<file path="config.mk">
export PLATFORM = sky130hd
export DESIGN_NAME = multdiv_tracker
export DESIGN_NICKNAME = d
export VERILOG_FILES = /design/src/rtl/multdiv_tracker.sv
export SDC_FILE = /design/constraint.sdc
export NUM_CORES = 1
export LEC_CHECK = 0
export BUFFER_PORTS_ARGS = -buffer_cell sky130_fd_sc_hd__clkbuf_2
export CORE_MARGIN = 2
export CORE_UTILIZATION = 45
export CTS_CLUSTER_SIZE = 28
export DETAILED_ROUTE_END_ITERATION = 7
export GPL_TIMING_DRIVEN = 0
export PLACE_DENSITY_LB_ADDON = 0.3
export RECOVER_POWER = 100
export SYNTH_ARGS = -nofsm -noshare
export SYNTH_HDL_FRONTEND = slang
export SYNTH_SLANG_ARGS = --single-unit
</file>
<file path="constraint.sdc">
create_clock -name clock -period 7.6 [get_ports clock]
set_clock_uncertainty 0.15 [all_clocks]
set_input_delay 0.38 -clock clock [delete_from_list [all_inputs] [get_ports clock]]
set_output_delay 0.38 -clock clock [all_outputs]
set_load 0.02 [all_outputs]
</file>
<file path="src/rtl/multdiv_tracker.sv">
// Tracks in-flight multi-cycle MUL/DIV ops through a DEPTH-slot compacting pipe.
// Optional feature macro: MULTDIV_EXC_TRACK_EN (per-slot divide-by-zero exception tracking).
module multdiv_tracker #(
  parameter int DEPTH = 17,
  parameter int REG_W = 5
) (
  input  logic             clock,
  input  logic             reset,
  input  logic             issue_valid,
  input  logic             issue_is_div,
  input  logic [REG_W-1:0] issue_rd,
`ifdef MULTDIV_EXC_TRACK_EN
  input  logic             issue_divisor_zero,
`endif
  output logic             issue_ready,
  input  logic             retire,
  input  logic [REG_W-1:0] dx_rs,
  input  logic [REG_W-1:0] dx_rt,
  input  logic [REG_W-1:0] dx_rd,
  input  logic [2:0]       dx_reads,
  output logic [DEPTH-1:0] busy_stage,
  output logic [DEPTH-1:0] bp_req,
  output logic             exc_piped,
  output logic [REG_W-1:0] result_rd,
  output logic             result_is_div,
  output logic             result_exc
);

  logic [DEPTH-1:0] valid_q, valid_d;
  logic [DEPTH-1:0] div_q, div_d;
  logic [REG_W-1:0] rd_q [DEPTH];
  logic [REG_W-1:0] rd_d [DEPTH];
`ifdef MULTDIV_EXC_TRACK_EN
  logic [DEPTH-1:0] exc_q, exc_d;
`endif
  logic [DEPTH-1:0] adv;
  logic             accept;

  // Advance chain runs from the writeback slot downwards so bubbles close up.
  always_comb begin : adv_chain
    logic carry;
    logic a;
    adv   = '0;
    carry = retire;
    for (int k = DEPTH - 1; k >= 0; k--) begin
      a      = valid_q[k] & carry;
      adv[k] = a;
      carry  = ~valid_q[k] | a;
    end
  end

  assign issue_ready = ~valid_q[0] | adv[0];
  assign accept      = issue_valid & issue_ready;

  always_comb begin
    valid_d = valid_q;
    div_d   = div_q;
    rd_d    = rd_q;
`ifdef MULTDIV_EXC_TRACK_EN
    exc_d   = exc_q;
`endif
    for (int k = DEPTH - 1; k >= 1; k--) begin
      if (adv[k-1]) begin
        valid_d[k] = 1'b1;
        div_d[k]   = div_q[k-1];
        rd_d[k]    = rd_q[k-1];
`ifdef MULTDIV_EXC_TRACK_EN
        exc_d[k]   = exc_q[k-1];
`endif
      end else if (adv[k]) begin
        valid_d[k] = 1'b0;
      end
    end
    if (accept) begin
      valid_d[0] = 1'b1;
      div_d[0]   = issue_is_div;
      rd_d[0]    = issue_rd;
`ifdef MULTDIV_EXC_TRACK_EN
      exc_d[0]   = issue_is_div & issue_divisor_zero;
`endif
    end else if (adv[0]) begin
      valid_d[0] = 1'b0;
    end
  end

  always_ff @(posedge clock or posedge reset) begin
    if (reset) begin
      valid_q <= '0;
      div_q   <= '0;
      for (int k = 0; k < DEPTH; k++) rd_q[k] <= '0;
`ifdef MULTDIV_EXC_TRACK_EN
      exc_q   <= '0;
`endif
    end else begin
      valid_q <= valid_d;
      div_q   <= div_d;
      rd_q    <= rd_d;
`ifdef MULTDIV_EXC_TRACK_EN
      exc_q   <= exc_d;
`endif
    end
  end

  // RAW hit: dx_reads = {reads_rd, reads_rs, reads_rt}; $r0 never forwards.
  always_comb begin
    bp_req = '0;
    for (int k = 0; k < DEPTH; k++) begin
      bp_req[k] = valid_q[k] & (rd_q[k] != '0) &
                  ((dx_reads[1] & (rd_q[k] == dx_rs)) |
                   (dx_reads[0] & (rd_q[k] == dx_rt)) |
                   (dx_reads[2] & (rd_q[k] == dx_rd)));
    end
  end

  assign busy_stage    = valid_q;
  assign result_rd     = rd_q[DEPTH-1];
  assign result_is_div = div_q[DEPTH-1];
`ifdef MULTDIV_EXC_TRACK_EN
  assign exc_piped     = |(valid_q & div_q);
  assign result_exc    = exc_q[DEPTH-1];
`else
  assign exc_piped     = |valid_q;
  assign result_exc    = 1'b0;
`endif

endmodule
</file>
# [After elaboration in Yosys (flattened, before gate mapping)]
# Index checks and enable logic that the tools add are counted.
[word_totals] regBits=119 output_inout_bits=43 elab_cells=342 input_bits=28
[op_classes] n_mux=34 n_bitwise=171 reduce_logical=35 n_eq_ne=51
[ops] operator="$eq 5x5->1" count=51
[ops] operator="$and 1x1->1" count=103
[ops] operator="$reduce_bool 5->1" count=17
[ops] operator="$or 1x1->1" count=51
[ops] operator="$mux 1" count=34
[ops] operator="$reduce_bool 2->1" count=17
[ops] operator="$not 1->1" count=17
[ops] operator="$reduce_or 17->1" count=1

# [Longest topological paths before layout]
[depth] word_depth=36 depth_mapped=6 mapped_depth_nobuf=5

# [Worst setup path after synthesis]
# Ideal clock, no wire load.
[synth_timing] path_kind="input to output" startpoint="input dx_rt[3]" endpoint="output bp_req[13]" slack_ns=5.178 arrival_time_ns=1.892 required_time_ns=7.070 stages=6 cell_sequence="clkbuf_1 -> buf_2 -> xor2_1 -> nor4_1 -> nand3_1 -> a31oi_1"
[synth_via] elab_chain_len=5
[synth_rtl] item="from (decl)" line="18" source="input logic [REG_W-1:0] dx_rt,"
[synth_rtl] item="$eq 5x5->1" line="110" source="(dx_reads[0] & (rd_q[k] == dx_rt)) |"
[synth_rtl] item="$and 1x1->1" line="110"
[synth_rtl] item="$or 1x1->1" line="109" source="((dx_reads[1] & (rd_q[k] == dx_rs)) |"
[synth_rtl] item="$or 1x1->1" line="110"
[synth_rtl] item="$and 1x1->1" line="108" source="bp_req[k] = valid_q[k] & (rd_q[k] != '0) &"
[synth_rtl] item="to (decl)" line="22" source="output logic [DEPTH-1:0] bp_req,"
# Every way passes these cells.

# [Final worst setup path]
[layout_timing] startpoint="register valid_q[15] (netlist: busy_stage[15])" endpoint="output issue_ready"
[layout_via] elab_chain_len=32
[layout_rtl] item="from (decl)" line="29" source="logic [DEPTH-1:0] valid_q, valid_d;"
[layout_rtl] item="from (signal assigned)" line="95" source="valid_q <= valid_d;"
[layout_rtl] item="$and 1x1->1 / $not 1->1 (equally long branches)" line="46, 48"
[layout_rtl] item="$or 1x1->1 (*)" line="48" source="carry = ~valid_q[k] | a;"
[layout_rtl] item="$and 1x1->1 (*)" line="46" source="a = valid_q[k] & carry;"
[layout_rtl] item="$or 1x1->1 (*)" line="48"
[layout_rtl] item="$and 1x1->1 (*)" line="46"
[layout_rtl] item="$or 1x1->1 (*)" line="48"
[layout_rtl] item="$and 1x1->1 (*)" line="46"
[layout_rtl] item="$or 1x1->1 (*)" line="48"
[layout_rtl] item="[16 not listed]"
[layout_rtl] item="$and 1x1->1 (*)" line="46"
[layout_rtl] item="$or 1x1->1 (*)" line="48"
[layout_rtl] item="$and 1x1->1 (*)" line="46"
[layout_rtl] item="$or 1x1->1 (*)" line="48"
[layout_rtl] item="$and 1x1->1 (*)" line="46"
[layout_rtl] item="$or 1x1->1 (*)" line="48"
[layout_rtl] item="$and 1x1->1 (*)" line="46"
[layout_rtl] item="$or 1x1->1 (*)" line="52" source="assign issue_ready = ~valid_q[0] | adv[0];"
[layout_rtl] item="to (decl)" line="15" source="output logic issue_ready,"
# Every way passes the cells marked *; elsewhere a longest branch is shown, timed or not.

==> summary.md <==
| Metric | Value |
|---|---|
| Cell Area, Placed | around 8800 um^2 |
| Critical path origin | busy_stage[15] |
| Total negative slack | 0 ps |
| DR vias/cell | between 5 and 6 |
| Register bit count reported by yosys | about 120 |
| Failing checks | hold timing, capacitance limit, slew limit |
| Clk_lat worst skew | 430 ps |
| Routed vias | between 6000 and 7000 |
| Nets | between 900 and 1000 |
| Post-CTS sizing | 0 |
| Layout cell share with drive strength beyond 1 | about a fifth |
| Min cycle time layout | 4030 ps |
| Switch Pwr | 1240 uW |
| Sequential-to-total area share from yosys stat | 36.3% |
| Worst reg2reg startpoint | busy_stage[15] |
| RSZ-0062 raised after global routing | false |
| Total internal power | between 1500 and 2000 uW |
| Final wirelength | 23.9 mm |
| Crit path required time | roughly 7100 ps |
| Most frequent cells in the layout | 204 x xor2_1, 119 x dfrtp_1, 104 x clkbuf_1, 101 x mux2_2, 55 x nor4_1 |
| Reg power frac | a little under a third |
| Commonest non-fill, non-tap cell in the layout | xor2_1 |
| Largest net degree at the start of global routing | 66 |
| Highest cell delay on the worst timing path | roughly 1600 ps |
| Vias in the first global route | between 6000 and 7000 |
| FMAX | about 250 MHz |
| Area Growth Syn to Fin | 12.9% |
| Port Buffers | a little over 50 |
| Drt drc | 0 |
| Post-synth ARST share | 100% |
| Syn avg cell area | 9.98 um^2 |
| Leakage | ~0.0038 uW |
| Antenna diodes | 0 |
| Worst min path class | in -> reg |
| DIE HEIGHT | about 140 um |
| Max Cap Viol | 2 |
| Netlist Area Pre-Place | between 8000 and 9000 um^2 |
| Initial Util | a little under half |
| Post-synth EDFFs | 0 |
| Pwr Total | approximately 3200 uW |
| Design Area, Final | between 9000 and 10000 um^2 |
| Fin. max-slew vios | 61 |
| Critical path fanouts, max | 7 |
| Global-route wire length before repair | 36.6 mm |
| Logic pwr share | between 40% and 50% |
| Htree depth | 4 |
| Hpwl dp | roughly 16 mm |
| Worst slew pin tran | around 2600 ps |
| P per Cell Area | 348 nW/um^2 |
| Yosys Warn Count | 0 |
| Maximum vdd drop | between 0.2 and 0.25 mV |
| DR WL/cell | 21.0 um |
| Critical Path AT | 3500 ps |
| Bufs on Longest Clock Path | 2 |
| Grt ovf | 0 |
| Initial antenna violation count | 0 |
| Cell Rows | just under 50 |
| Post-DRT Antenna Nets | 0 |
| Main synth FF type | dfrtp_1 |
| Crit. End Element | output port |
| Hold_ws | -2.73 ps |
| CP Class | reg -> out |
| Die width | 139 um |
| Flop2flop setup slack | around 3600 ps |
| Final Setup Violations | 0 |
| Core area | about 18000 um^2 |
| Critical-path cell list | nand4b_1 -> nor4_1 -> nand4_1 -> clkbuf_1 |
| Drt pass-1 iters | 6 |
| FF-to-FF End | rd_q[75] |
| Max stage delay cell, worst path | nor4_1 |
| Switching share of power | about 39% |
| Cells after synthesis | 822 |
| Fin util | about half |
| Yosys cell types | 35 |
| TritonCTS clock tree | yes |
| Die area | slightly below 20000 um^2 |
| Total GRT Usage | 24.9% |
| Critical path launch point type | flip-flop |
| Fin. Hold Viols | 1 |
| Setup crit end | issue_ready |
| CTS root buf | clkbuf_16 |
| First DRT Iteration DRCs | about 470 |
| Relative slew margins | -73.4% |
| Inserted Clock Buffers | 17 |
| Syn nets | 850 |
| RePlAce Congestion | 0.867 |
| Number of cells on the worst reg-to-reg path | 5 |
| Clk sinks | ~120 |
| Period utilization | between 50% and 60% |
| Reg clk slew, reported paths | 60 ps |
| Fillers | 1682 |
| # IOs | slightly above 70 |
| Outcome | finished with violations |
| Clk pwr share | between 20% and 30% |
## worst min-delay path by stage
stage	end	cells past startpoint	slack [ps]	from
2_1_floorplan	div_q[9]	1	320	div_q[8]
3_3_place_gp	div_q[16]	1	340	div_q[16]
3_5_place_dp	busy_stage[5]	2	320	reset
4_1_cts	busy_stage[0]	2	1	issue_valid
5_1_grt	busy_stage[0]	2	8	issue_valid
6_report	busy_stage[0]	2	-3	issue_valid
## per-stage QoR
stage                     std cells  setup WS [ps]
after detailed placement       1103           4480
after global routing           1136           3510
after floorplan                 822           3910
final                          1136           3570
after CTS                      1136           4470
after global placement         1102           2410
## registers in the layout, summed over array words and instances, names as in the netlist
register and cells:
rd_q 80, busy_stage 17, result_rd 5, div_q 17
## power by group through the flow
stage | registers, uW | clock network (uW) | logic, uW
after CTS | 968 | 842 | 1420
after detailed placement | 979 | 0 | 1410
final | 967 | 833 | 1420
after floorplan | 955 | 0 | 1120
after global placement | 974 | 0 | 1380
after global routing | 991 | 870 | 1540
## metal layers
metal	wire length (um)	vias up	global-route usage [%]
met5	0	-	0
met4	531	0	8.03
met3	1910	43	6.08
met2	11000	262	38.2
met1	10400	3147	34.8
li1	-	2907	-
## critical path: cells and delay by family (launching register included)
family / cells / cell delay, ps
buf+inv: 1 / 290
simple gates: 3 / 2280
flops: 1 / 490
## layout make-up
type / instances / area [um^2] / area share [%]
repair buffers: 53 / 246 / 2.66
clock buffers: 17 / 425 / 4.59
inverters: 4 / 16.3 / 0.176
multi-input cells: 573 / 4620 / 49.9
clock inverters: 15 / 180 / 1.94
plain buffers: 126 / 509 / 5.50
flip-flops and latches: 119 / 2980 / 32.1
well taps: 229 / 287 / 3.09
## cell usage after synthesis, types with 2 or more instances
master,number,share of area [%]
o21bai_1,4,0.37
nand2_1,17,0.78
and2_1,2,0.15
o21ai_4,3,0.59
a31oi_1,17,1.3
or2_2,2,0.15
mux2_2,102,14
dfrtp_1,119,36
inv_1,4,0.18
nor4_1,54,4.1
nand2b_1,8,0.61
and3_1,2,0.15
buf_1,42,1.9
nor2_1,3,0.14
o21ai_0,17,1.0
or4_1,18,1.6
clkbuf_1,63,2.9
buf_2,15,0.92
xnor2_1,51,5.4
buf_4,6,0.55
nand3_1,53,3.2
nand4_1,4,0.30
xor2_1,204,22
## logic make-up after synthesis
kind of cell	Yosys count	share of synthesized area (%)
compound gates	45	3.64
xor+xnor	255	27.2
buf+inv	130	6.45
flops	119	36.3
mux	102	14.0
other cells	1	0.0457
simple gates	170	12.3
## timing repair
item | in CTS | in global routing
buffers inserted | 0 | 0
hold endpoints to repair | 54 | 0
endpoints found under the setup margin | 0 | 0
hold buffers | 1 | 0
No activity file was read; power rests on OpenSTA's default activity.
